**config.mk**
```make
export PLATFORM = sky130hd
export DESIGN_NAME = dest_forward_unit
export DESIGN_NICKNAME = d
export VERILOG_FILES = /design/src/rtl/dest_forward_unit.sv
export SDC_FILE = /design/constraint.sdc
export NUM_CORES = 1
export LEC_CHECK = 0
export CORE_ASPECT_RATIO = 0.7
export CORE_UTILIZATION = 35
export CTS_BUF_LIST = sky130_fd_sc_hd__clkbuf_8
export DETAILED_ROUTE_END_ITERATION = 10
export GPL_TIMING_DRIVEN = 0
export HOLD_SLACK_MARGIN = 0.15
export PLACE_DENSITY = 0.67
export SLEW_MARGIN = 40
export SYNTH_ARGS = -nofsm -noshare
export SYNTH_HDL_FRONTEND = slang
export SYNTH_SLANG_ARGS = --single-unit
```
**constraint.sdc**
```tcl
create_clock -name clk_i -period 2.98 [get_ports clk_i]
set_input_delay 0.447 -clock clk_i [delete_from_list [all_inputs] [get_ports clk_i]]
set_output_delay 0.447 -clock clk_i [all_outputs]
set_load 0.01 [all_outputs]
```
**src/rtl/dest_forward_unit.sv**
```systemverilog
// Operand forwarding and load-use hazard detection for a 5-stage pipeline.
// Tracks the destination registers of the instructions in MEM and WB.
module dest_forward_unit (
    input  logic        clk_i,
    input  logic        rst_ni,
    input  logic [4:0]  ex_wreg_i,
    input  logic        ex_regwrite_i,
    input  logic        ex_memread_i,
    input  logic [4:0]  ex_rs_i,
    input  logic [4:0]  ex_rt_i,
    input  logic [4:0]  id_rs_i,
    input  logic [4:0]  id_rt_i,
    input  logic        id_uses_rt_i,
    input  logic        flush_i,
    output logic [1:0]  forward_a_o,
    output logic [1:0]  forward_b_o,
    output logic        stall_o,
    output logic        pc_write_o,
    output logic        ifid_write_o,
    output logic        idex_bubble_o,
    output logic [4:0]  mem_wreg_o,
    output logic [4:0]  wb_wreg_o,
    output logic [15:0] stall_count_o
);

    logic [4:0]  mem_wreg_q, mem_wreg_d;
    logic        mem_regwrite_q, mem_regwrite_d;
    logic        mem_memread_q, mem_memread_d;
    logic [4:0]  wb_wreg_q, wb_wreg_d;
    logic        wb_regwrite_q, wb_regwrite_d;
    logic [15:0] stall_count_q, stall_count_d;

    logic mem_hit_a, mem_hit_b, wb_hit_a, wb_hit_b;
    logic load_use;

    always_comb begin
        mem_hit_a = mem_regwrite_q && (mem_wreg_q != 5'd0) && (mem_wreg_q == ex_rs_i);
        mem_hit_b = mem_regwrite_q && (mem_wreg_q != 5'd0) && (mem_wreg_q == ex_rt_i);
        wb_hit_a  = wb_regwrite_q && (wb_wreg_q != 5'd0) && (wb_wreg_q == ex_rs_i);
        wb_hit_b  = wb_regwrite_q && (wb_wreg_q != 5'd0) && (wb_wreg_q == ex_rt_i);

        // MEM holds the younger result, so it wins over WB.
        forward_a_o = mem_hit_a ? 2'b10 : (wb_hit_a ? 2'b01 : 2'b00);
        forward_b_o = mem_hit_b ? 2'b10 : (wb_hit_b ? 2'b01 : 2'b00);
    end

    always_comb begin
        load_use = ex_memread_i && ex_regwrite_i && (ex_wreg_i != 5'd0) &&
                   ((ex_wreg_i == id_rs_i) || (id_uses_rt_i && (ex_wreg_i == id_rt_i)));
        // A flush squashes the load, so there is nothing to wait for.
        stall_o       = load_use && !flush_i;
        pc_write_o    = !stall_o;
        ifid_write_o  = !stall_o;
        idex_bubble_o = stall_o || flush_i;
        mem_wreg_o    = mem_wreg_q;
        wb_wreg_o     = wb_wreg_q;
        stall_count_o = stall_count_q;
    end

    always_comb begin
        mem_wreg_d     = ex_wreg_i;
        mem_regwrite_d = ex_regwrite_i && !flush_i;
        mem_memread_d  = ex_memread_i && !flush_i;
        wb_wreg_d      = mem_wreg_q;
        wb_regwrite_d  = mem_regwrite_q;
        stall_count_d  = stall_count_q;
        if (stall_o && (stall_count_q != 16'hFFFF)) begin
            stall_count_d = stall_count_q + 16'd1;
        end
    end

    always_ff @(posedge clk_i) begin
        if (!rst_ni) begin
            mem_wreg_q     <= 5'd0;
            mem_regwrite_q <= 1'b0;
            mem_memread_q  <= 1'b0;
            wb_wreg_q      <= 5'd0;
            wb_regwrite_q  <= 1'b0;
            stall_count_q  <= 16'd0;
        end else begin
            mem_wreg_q     <= mem_wreg_d;
            mem_regwrite_q <= mem_regwrite_d;
            mem_memread_q  <= mem_memread_d;
            wb_wreg_q      <= wb_wreg_d;
            wb_regwrite_q  <= wb_regwrite_d;
            stall_count_q  <= stall_count_d;
        end
    end

    // Loads already in MEM can no longer cause a stall; the flag is only carried along.
    logic unused_mem_memread;
    assign unused_mem_memread = mem_memread_q;

endmodule

```
### After elaboration in Yosys (flattened, before gate mapping)

Index checks and enable logic that the tools add are counted.

| cells by class | value |
|---|---|
| add/sub/neg operators | 1 |
| $mul | 0 |
| div/mod/pow operators | 0 |
| order comparisons | 0 |
| equality and inequality tests | 7 |
| shift-type cells | 0 |
| multiplexer cells | 4 |
| bitwise logic cells | 0 |
| reduce and logical (&&, ||, !) cells | 20 |

Operators with widths:

| operator | number |
|---|---|
| $eq 5x5->1 | 6 |
| $add 16x1->16 const B | 1 |
| $ne 16x16->1 const B | 1 |
| $reduce_bool 5->1 | 3 |
| $logic_and 1x1->1 | 13 |
| $mux 2 | 2 |
| $logic_not 1->1 | 2 |
| $logic_or 1x1->1 | 2 |
| $mux 1 | 2 |

| storage, ports and cells | value |
|---|---|
| bits in registers | 28 |
| bits in latches | 0 |
| RAM bits | 0 |
| memory bits (read-only) | 0 |
| input bits | 31 |
| output and inout port bits | 34 |
| memories | 0 |

### Depth between registers and ports, before layout

| depth | value |
|---|---|
| word-level depth | 6 |
| mapped depth | 7 |
| mapped depth without buffers | 6 |

### Worst setup path after synthesis

No wires, ideal clock.

| path | value |
|---|---|
| kind | input to output |
| start point | input ex_wreg_i[4] |
| end point | output pc_write_o |
| data arrival time | 1,778 ps |
| required time | 2,533 ps |
| setup slack | 755 ps |
| cell stages on the path | 7 |
| buffers on the path | 3 |
| cells stage by stage | xnor2_1 nand3_1 o22a_1 clkbuf_1 clkbuf_1 or2_2 buf_4 |

| on the way | value |
|---|---|
| word-level cells in the longest chain between the ends | 6 |

RTL lines:

| element | line | source |
|---|---|---|
| start, declared | 6 | `input logic [4:0] ex_wreg_i,` |
| $eq 5x5->1 | 49 | `((ex_wreg_i == id_rs_i) \|\| (id_uses_rt_i && (ex_wreg_i == id_rt_i)));` |
| $logic_and 1x1->1 | 49 |  |
| $logic_or 1x1->1 | 49 |  |
| $logic_and 1x1->1 (*) | 48 | `load_use = ex_memread_i && ex_regwrite_i && (ex_wreg_i != 5'd0) &&` |
| $logic_and 1x1->1 (*) | 51 | `stall_o = load_use && !flush_i;` |
| $logic_not 1->1 (*) | -- |  |
| end, declared | 18 | `output logic pc_write_o,` |

Mark *: on every way between the ends. The rest lies on a longest branch, timed or not.

### Final worst setup path

| path | value |
|---|---|
| start point | input id_rs_i[0] |
| end point | output ifid_write_o |

| on the way | value |
|---|---|
| word-level cells in the longest chain between the ends | 5 |

RTL lines:

| element | line | source |
|---|---|---|
| start, declared | 11 | `input logic [4:0] id_rs_i,` |
| $eq 5x5->1 | 49 |  |
| $logic_or 1x1->1 | 49 |  |
| $logic_and 1x1->1 | 48 |  |
| $logic_and 1x1->1 | 51 |  |
| $logic_not 1->1 | 53 | `ifid_write_o = !stall_o;` |
| end, declared | 19 | `output logic ifid_write_o,` |

Every way passes these cells.

==> impl_results.md <==
* Total power after layout at 0.000827 W
* Antenna diode count at 0
* Sum of overflow across all layers after global routing at 0
* Total via count in the routed design at between 1,500 and 2,000
* Count of pins over their slew limit at 0
* Number of top-level pins at 65
* Endpoint of the worst setup timing path: ifid_write_o
* Setup repair after global routing missed its margin: false
* Min setup slack post-route at around 100 ps
* Area added between synthesis and finish at 49.4%
* Critical path's top delay family: buffers and inverters
* Hold violation count in the final report at 0
* WL final at about 4.4 mm
* Post-route ant nets at 0
* Register bit total from synthesis at 28
* Final net count at 290
* First-pass GRT wire length at 7.27 mm
* TritonCTS clock tree: built
* Number of buffers created by CTS at 3
* Chip Width at 83.3 um
* Number of nets in the synthesized netlist at 221
* Worst path buffer plus inverter count at 3
* Areal power density over the cells at around 340 mW/mm2
* Share of post-route cells with drive strength above 1 at ~7.4%
* Nature of the critical path startpoint: input port
* Initial core utilization at between 30% and 40%
* Aggregate global-route resource usage at 18.3%
* Clock network power share at approximately 36%
* Max clock buf depth at 2
* Final GP Congestion at 0.799
* Worst R2R End: stall_count_o[13]$_SDFFE_PN0P_
* Placed standard-cell area at between 0.002 and 0.0025 mm2
* Share of synthesized area occupied by flip-flops and latches at 34.6%
* Standard cell core area at 0.00438 mm2
* Count of endpoints failing setup in the final report at 0
* Count of cell instances traversed by the critical path at 7
* Post-Place Setup Slack at -606 ps
* Average wire per cell in the routed design at between 10 and 15 um
* Flop pwr share at 47.4%
* Top area cells in the synthesized netlist: sky130_fd_sc_hd__dfxtp_1, sky130_fd_sc_hd__xnor2_1, sky130_fd_sc_hd__xor2_1
* Clock root buffer master: sky130_fd_sc_hd__clkbuf_8
* Final instance area at 0.00242 mm2
* Final Skew at 2.48 ps
* Warnings, synthesis at 0
* Part of the power in combinational logic at 16.5%
* Status: complete, no violations
* Height of the die at 58.9 um
* Data arrival time of the worst path at 2430 ps
* Post-detailed-route DRC marker count at 0
* Cell variety after synth at 41
* Clock-pin transition on the worst setup and hold timing paths at 90 ps
* Critical path start-end classification: in -> out
* Internal portion of total power at approximately 0.00064 W
* Share of the core filled with cells in the final layout at 55.2%
* Source of the worst register-to-register timing path: stall_count_o[2]$_SDFFE_PN0P_
* Post-synth top area share at 34.6%
* Number of antenna violations at the first check in global routing at 0
* Most frequent standard cell in the layout excluding fill and tap cells: sky130_fd_sc_hd__clkdlybuf4s50_1
* Die area at 0.00490 mm2
* Post-Synthesis Cell Area at 0.00162 mm2
* Iteration-0 DRC count of the detailed router at 69
* Worst-case vdd ir drop at 0.169 mV
* Largest net degree at the start of global routing at 17
* Worst relative slew slack at 70.1%
* Number of input and output port buffers inserted at 64
* Sw Ratio at 22.6%
* Critical Path Slowest Stage Cell: sky130_fd_sc_hd__clkdlybuf4s50_1
* Vias in the first global route at 1,543
* Source of the critical timing path: id_rs_i[0]
* Drt pass-1 iters at 4
* Switch Pwr at 0.000187 W
* Worst slew pin tran at ~450 ps
* CP Max Fanout at 10
* Number of filler cells placed in the layout at 404
* Maximum single-stage delay on the critical path at 490 ps
* CP Data Required Time at 2530 ps
* FP Rows at 20
* Top cell by count, worst path: sky130_fd_sc_hd__clkdlybuf4s50_1
* Length in cells of the worst reg-to-reg path at 6
* Clock insertion delay at the later pin of the skew report at 270 ps
* Clk sink count at 28
* Shortest period the worst path allows at ~2900 ps
* Max-cap check violation count at 0
* Commonest cells after routing, fill and taps aside: sky130_fd_sc_hd__clkdlybuf4s50_1, sky130_fd_sc_hd__dfxtp_1, sky130_fd_sc_hd__xnor2_1, sky130_fd_sc_hd__nand2_1, sky130_fd_sc_hd__xor2_1
* Hpwl dp at 3.37 mm
* Pleak at between 0.8 and 0.9 nW
* Critical Path End Type: output port
* Gate count of the mapped netlist at 189
* Hold depth at 1
* Fmax at around 0.35 GHz
* Slack of the worst reg-to-reg path at 770 ps
* H-tree depth at 1
* Mean Syn Cell Area at 8.56 um2
* Class of the most critical hold timing path: reg -> reg
* Cell taking the most area after synthesis: sky130_fd_sc_hd__dfxtp_1
* Post-route fraction of the period consumed by the critical path at 96.6%
* Ordered list of cells on the worst path: clkdlybuf4s50_1, xnor2_1, nand3_1, o22a_4, clkbuf_8, or2_2, clkdlybuf4s50_1
* Vias per cell at 5.26
==> stage by stage <==
| stage | std cells | hold WS (ps) | TNS (ps) |
|---|---|---|---|
| 3_3_place_gp | 308 | 435 | -2110 |
| 3_5_place_dp | 308 | 447 | -2080 |
| 2_1_floorplan | 189 | 423 | 0 |
| 4_1_cts | 312 | 476 | 0 |
| 6_report | 312 | 498 | 0 |
| 5_1_grt | 312 | 513 | 0 |
==> how the worst min path moves through the flow <==
stage / start / endpoint / slack, ps
floorplan: mem_regwrite_q$_SDFF_PN0_ / wb_regwrite_q$_SDFF_PN0_ / 420
global placement: mem_regwrite_q$_SDFF_PN0_ / wb_regwrite_q$_SDFF_PN0_ / 440
detailed placement: mem_regwrite_q$_SDFF_PN0_ / wb_regwrite_q$_SDFF_PN0_ / 450
CTS: mem_regwrite_q$_SDFF_PN0_ / wb_regwrite_q$_SDFF_PN0_ / 480
global route: mem_regwrite_q$_SDFF_PN0_ / wb_regwrite_q$_SDFF_PN0_ / 510
finish: mem_regwrite_q$_SDFF_PN0_ / wb_regwrite_q$_SDFF_PN0_ / 500
==> cells by family after synthesis <==
kind of cell / count (synthesis) / share of synthesized area (%)
compound gates: 36 / 15.3
xor+xnor: 30 / 16.2
fa+ha+maj: 1 / 0.773
buf+inv: 14 / 4.02
flops: 28 / 34.6
mux: 2 / 1.24
simple gates: 78 / 27.8
==> power by group through the flow <==
stage / clock network, W / logic [W] / registers [W]
after floorplan: 0 / 0.0000543 / 0.000401
after global placement: 0 / 0.000134 / 0.000401
after detailed placement: 0 / 0.000135 / 0.000401
after CTS: 0.000304 / 0.000137 / 0.000392
after global routing: 0.000324 / 0.000150 / 0.000394
final: 0.000299 / 0.000137 / 0.000392
==> synth_stat cells <==
cell and count:
sky130_fd_sc_hd__dfxtp_1 28, sky130_fd_sc_hd__nand2_1 16, sky130_fd_sc_hd__xnor2_1 16, sky130_fd_sc_hd__xor2_1 14, sky130_fd_sc_hd__or4_1 13, sky130_fd_sc_hd__and2_1 11
sky130_fd_sc_hd__nand3_1 10, sky130_fd_sc_hd__a21oi_1 9, sky130_fd_sc_hd__o31ai_1 8, sky130_fd_sc_hd__nor4_1 6, sky130_fd_sc_hd__clkbuf_1 5, sky130_fd_sc_hd__o21ai_0 5
sky130_fd_sc_hd__inv_1 4, sky130_fd_sc_hd__nor2_1 4, sky130_fd_sc_hd__and3_1 3, sky130_fd_sc_hd__buf_4 3, sky130_fd_sc_hd__nand4_1 3, sky130_fd_sc_hd__nor3_1 3
sky130_fd_sc_hd__mux2i_1 2, sky130_fd_sc_hd__nand2b_1 2, sky130_fd_sc_hd__o211ai_1 2, sky130_fd_sc_hd__o21a_1 2, sky130_fd_sc_hd__or3_2 2, sky130_fd_sc_hd__a211o_1 1
sky130_fd_sc_hd__a21o_1 1, sky130_fd_sc_hd__clkbuf_2 1, sky130_fd_sc_hd__clkinv_1 1, sky130_fd_sc_hd__ha_1 1, sky130_fd_sc_hd__nand4_2 1, sky130_fd_sc_hd__o2111ai_1 1
sky130_fd_sc_hd__o21bai_1 1, sky130_fd_sc_hd__o22a_1 1, sky130_fd_sc_hd__o311a_1 1, sky130_fd_sc_hd__o311ai_0 1, sky130_fd_sc_hd__o31a_1 1, sky130_fd_sc_hd__o31a_2 1
sky130_fd_sc_hd__o41ai_1 1, sky130_fd_sc_hd__or2_1 1, sky130_fd_sc_hd__or2_2 1, sky130_fd_sc_hd__or3_1 1, sky130_fd_sc_hd__or4_2 1
==> sequential cells by signal, indices dropped and copies added, names as in the netlist <==
name / cells
wb_wreg_o: 5
wb_regwrite_q: 1
mem_regwrite_q: 1
mem_wreg_o: 5
stall_count_o: 16
==> final cells by class <==
| type | count | area, um2 | share of cell area [%] |
|---|---|---|---|
| Timing Repair Buffer | 65 | 639 | 26.4 |
| Multi-Input combinational cell | 147 | 1000 | 41.6 |
| Buffer | 8 | 53.8 | 2.23 |
| Sequential cell | 28 | 561 | 23.2 |
| Clock inverter | 1 | 30.0 | 1.24 |
| Inverter | 5 | 18.8 | 0.776 |
| Tap cell | 55 | 68.8 | 2.85 |
| Clock buffer | 3 | 41.3 | 1.71 |
==> routing by layer <==
layer  vias up  wire length [um]  track usage, %
met5         -                 0               0
met4         0                27            2.71
met3         4               265            3.79
met2        55              1890            28.1
met1       759              2240            27.0
li1        824                 -               -
==> what timing repair did <==
item	4_1_cts	5_1_grt
pin swaps	1	0
hold buffers	0	0
setup buffers	1	0
resized for setup	12	4
endpoints found under the setup margin	4	3
No activity file was read; power rests on OpenSTA's default activity.
==> patch 1: new RTL, config.mk and constraints unchanged <==
`mem_wreg_q` no longer has a reset.
--- a/src/rtl/dest_forward_unit.sv
+++ b/src/rtl/dest_forward_unit.sv
@@ -72,5 +72,4 @@
     always_ff @(posedge clk_i) begin
         if (!rst_ni) begin
-            mem_wreg_q     <= 5'd0;
             mem_regwrite_q <= 1'b0;
             mem_memread_q  <= 1'b0;
@@ -79,5 +78,4 @@
             stall_count_q  <= 16'd0;
         end else begin
-            mem_wreg_q     <= mem_wreg_d;
             mem_regwrite_q <= mem_regwrite_d;
             mem_memread_q  <= mem_memread_d;
@@ -88,4 +86,8 @@
     end
 
+    always_ff @(posedge clk_i) begin
+        mem_wreg_q <= mem_wreg_d;
+    end
+
     // Loads already in MEM can no longer cause a stall; the flag is only carried along.
     logic unused_mem_memread;
Check against the original RTL: not equivalent (a bounded check fails within 4 cycles, from zero or initial values and one cycle with rst_ni low).
==> patch 1 against the unedited design <==
Core utilization rose by 0.22 points; register-to-register slack improved by 210 ps; power rose by 1.3%; wire length rose by 2.0%; synthesized cell count did not move; highest routed layer unchanged; final area rose by 2.7%; combinational power rose by 5%; area after synthesis rose by 4.3%; worst hold slack got worse by 86 ps; worst setup slack improved by 23 ps; sequential cell count did not move; the run now ends with DRC left; count of clock-buffer cells in the layout did not move; non-clock buffer count rose by 1.
==> patch 1: results <==
metrics = {
    "drt": {
        "first_iter_violations": 105,
        "viasPerCell": 5.34,
        "routedWlPerCell_um": 14.4,
        "drc": 5,
        "vias": 1672,
        "dr.pass1.iters": 8,
    },
    "timing": {
        "fin_skew_ps": 1.13,
        "min_period_over_period_pct": 95.8,
        "tightest_slew_ps": 667,
    },
    "yosys": {
        "synthAdderAreaFrac_pct": 0.742,
        "ys_types": 46,
        "synth_common_cells": "dfxtp_1, nand2_1, xnor2_1",
        "ys_seq_area_share_pct": 33.2,
        "synthTopCellsByArea": "dfxtp_1, xnor2_1, xor2_1, nor4_1, or4_1",
        "syn_nets": 221,
        "async_flop_share_pct": 0,
        "synth_compound_area_share_pct": 14.1,
        "yosys-mux-area-fraction_pct": 2.37,
        "synthXorXnorAreaFrac_pct": 15.6,
    },
    "setup_path": {
        "crit_family": "buffers and inverters",
        "reg2reg_slack_ps": 980,
        "path_max_fanout": 4,
        "max_stage_delay_ps": 570,
        "slowest_stage": "or4_4",
        "cp.arrival_ps": 2410,
    },
    "cells_and_area": {
        "largest_reg_flops": 16,
        "drive_above_1_share_pct": 6.98,
        "final_nets": 291,
        "fillers": 405,
    },
    "global_route": {
        "track_usage_pct": 18.5,
        "grt_pass1_wl_um": 7360,
        "antenna_found_initial": 0,
        "grt_pass1_vias": 1505,
    },
    "placed_design": {
        "dpl.hpwl_um": 3470,
        "dpl_worst_slack_ps": -254,
        "gp_congestion": 0.849,
        "numPortBuffers": 64,
    },
    "run_status": {
        "outcome": "complete, but fails checks",
        "violations": "DRC",
    },
    "clock_tree": {
        "cts-buffers-inserted": 3,
        "clockBufferDepth": 2,
        "htree_num_levels": 1,
        "path_clk_slew_ps": 90,
    },
    "worst_hold_path": {
        "holdPathStages": 1,
        "hold_class": "input pin to flop",
    },
    "pwr": {
        "ir_worst_vdd_v": 0.000208,
        "p_leak_nw": 0.849,
    },
}
## patch 1: area by class of cell
class                   count  area share [%]
well taps                  55            2.77
clock buffers               3            1.66
clock inverters             1            1.21
plain buffers               9            2.17
inverters                   5           0.756
repair buffers             65            26.2
flip-flops and latches     28            22.6
multi-input cells         147            42.7
## patch 1: worst paths after layout
kind / startpoint / endpoint
worst max-delay path: ex_wreg_i[1] / pc_write_o
worst min-delay path: ex_wreg_i[4] / mem_wreg_o[4]
worst max register to register: stall_count_o[0] / stall_count_o[6]
worst min register to register: mem_regwrite_q / wb_regwrite_q
## patch 1: power by group
part	internal, mW	leakage, nW	switching (mW)
registers	0.382	0.229	0.0115
logic	0.0818	0.584	0.0625
clock network	0.180	0.0357	0.120
total	0.644	0.849	0.194
## patch 1: stage by stage
step	cell area, sq um	hold WS, ps
global route	2480	400
global placement	2400	434
floorplan	1690	423
detailed placement	2400	443
finish	2480	411
CTS	2480	466
## patch 1: per-layer routing
layer,track usage (%),up-vias,wire length [um]
met4,2.66,0,15
met5,0,-,0
li1,-,844,-
met1,27.2,754,2220
met3,5.39,2,499
met2,27.1,72,1780
## patch 1: kinds of logic (layout without fill, tap and decap cells)
| family | count (synthesis) | in the layout |
|---|---|---|
| mux | 4 | 4 |
| simple gates | 80 | 80 |
| fa+ha+maj | 1 | 1 |
| flops | 28 | 28 |
| compound gates | 32 | 32 |
| buf+inv | 14 | 83 |
| xor+xnor | 30 | 30 |
## patch 1: timing repair
item,CTS,global route
gates resized for setup,4,3
endpoints found under the setup margin,4,4
pin swaps,1,1
buffers inserted,1,0
==> patch 2: new RTL, same flow settings <==
Made on the original files. Put a register stage on the output `stall_count_o`, with the module's reset. The value now appears one clock later. The other outputs are not delayed to match.
--- a/src/rtl/dest_forward_unit.sv
+++ b/src/rtl/dest_forward_unit.sv
@@ -23,4 +23,6 @@
     output logic [15:0] stall_count_o
 );
+
+    logic [15:0] stall_count_c;
 
     logic [4:0]  mem_wreg_q, mem_wreg_d;
@@ -55,5 +57,5 @@
         mem_wreg_o    = mem_wreg_q;
         wb_wreg_o     = wb_wreg_q;
-        stall_count_o = stall_count_q;
+        stall_count_c = stall_count_q;
     end
 
@@ -92,4 +94,12 @@
     assign unused_mem_memread = mem_memread_q;
 
+    always_ff @(posedge clk_i) begin
+        if (!rst_ni) begin
+            stall_count_o <= '0;
+        end else begin
+            stall_count_o <= stall_count_c;
+        end
+    end
+
 endmodule
 
Check against the original RTL: not equivalent (a bounded check fails within 4 cycles, from zero or initial values and one cycle with rst_ni low).
==> patch 2 against the unedited design <==
Area after synthesis rose by 36%; clock skew rose by 7.3 ps; clock power rose by 29%; wire length rose by 18%; sequential cell count rose by 16; core utilization fell by 3.7 points; power rose by 39%; fmax rose by 0.72%; worst setup slack improved by 21 ps; final area rose by 25%; critical path type unchanged; largest cell class unchanged.
==> patch 2: results <==
metrics = {
    "run_status": {
        "outcome": "finished clean",
    },
    "pwr": {
        "seq_power_mw": 0.606,
        "ir_worst_vdd_v": 0.000180,
        "p_int_mw": 0.869,
        "p_sw_share_pct": 24.2,
        "comb_cell_power_mw": 0.156,
        "p_leak_nw": 1.12,
    },
    "yosys": {
        "async_flop_share_pct": 0,
        "synthTopCellsByArea": "dfxtp_1, and2_1, xnor2_1, mux2_4, xor2_1",
        "ys_seq_area_share_pct": 40.1,
        "syn_nets": 250,
        "synth_common_cells": "dfxtp_1, and2_1, xnor2_1",
    },
    "cells_and_area": {
        "final-clk-cell-share_pct": 3.06,
        "final_nets": 322,
        "multiInputGateArea_sq_mm": 0.00119,
        "nonClkBufAreaFrac_pct": 25.0,
        "n_all_inverters": 3,
        "num-clock-buffers": 6,
        "multi_input_gates": 158,
        "drive_above_1_share_pct": 15.5,
        "seqCellArea_sq_um": 881,
        "seq_cells": 44,
        "fillers": 583,
        "nNonClkBuffers": 78,
    },
    "placed_design": {
        "gp_congestion": 0.848,
        "dpl.hpwl_um": 4050,
        "dpl_worst_slack_ps": -70.0,
    },
    "setup_path": {
        "slowest_stage": "clkdlybuf4s50_1",
        "cp.arrival_ps": 2410,
    },
    "clock_tree": {
        "cts-buffers-inserted": 5,
        "htree_num_levels": 2,
        "path_clk_slew_ps": 70,
        "clock_latency_ps": 300,
    },
    "global_route": {
        "grt_pass1_vias": 1619,
        "track_usage_pct": 16.5,
        "grt_max_degree": 14,
        "grt_pass1_wl_um": 8400,
    },
    "drt": {
        "routedWlPerCell_um": 14.3,
        "first_iter_violations": 91,
        "dr.pass1.iters": 4,
        "vias": 1787,
    },
    "timing": {
        "fin_skew_ps": 9.78,
        "tightest_slew_ps": 444,
    },
}
patch 2: changes by cell type after synthesis, sizes merged, moves of 5 or more:
| cell | change |
|---|---|
| dfxtp | +16 |
| and2 | +15 |
| mux2 | +12 |
| nor2 | +11 |
| a21oi | -8 |
| nand2 | -8 |
| o31ai | -7 |
| or4 | -7 |
| nand4 | +6 |
| buf | +5 |
| nor3 | +5 |
patch 2: worst paths after layout:
kind                            cells after the start              from                to  slack, ps
worst min-delay path                                1    mem_regwrite_q     wb_regwrite_q        460
worst max register to register                      6  stall_count_c[2]  stall_count_c[9]       1010
worst min register to register                      1    mem_regwrite_q     wb_regwrite_q        460
worst max-delay path                                8        id_rs_i[4]        pc_write_o        120
patch 2: what timing repair did:
item | CTS | global route
setup endpoints to repair | 1 | 3
setup buffers | 0 | 1
gates resized for setup | 5 | 1
patch 2: stage by stage:
stage | util [%] | instance area [sq um] | cells
after floorplan | - | 2200 | 218
after global placement | 49.9 | 2930 | 357
after detailed placement | 49.9 | 2930 | 357
after CTS | 51.4 | 3020 | 365
after global routing | 51.5 | 3020 | 366
final | 51.5 | 3020 | 366
patch 2: layer usage:
metal	part of all wire [%]	global-route usage, %
met1	53	24.3
met2	40	23.2
met3	6.0	3.47
met4	1.4	6.90
met5	0	0
patch 2: cells by family (layout without fill, tap and decap cells):
kind of cell             Yosys count  count (layout)  share of synthesized area [%]
flip-flops                        44              44                           40.1
adder cells (fa/ha/maj)            1               1                          0.570
AO/OA/AOI/OAI                     10              10                           3.93
AND/OR/NAND/NOR                  104             104                           29.5
XOR/XNOR                          30              30                           12.0
buffers and inverters             16              89                           5.75
multiplexers                      13              13                           8.15
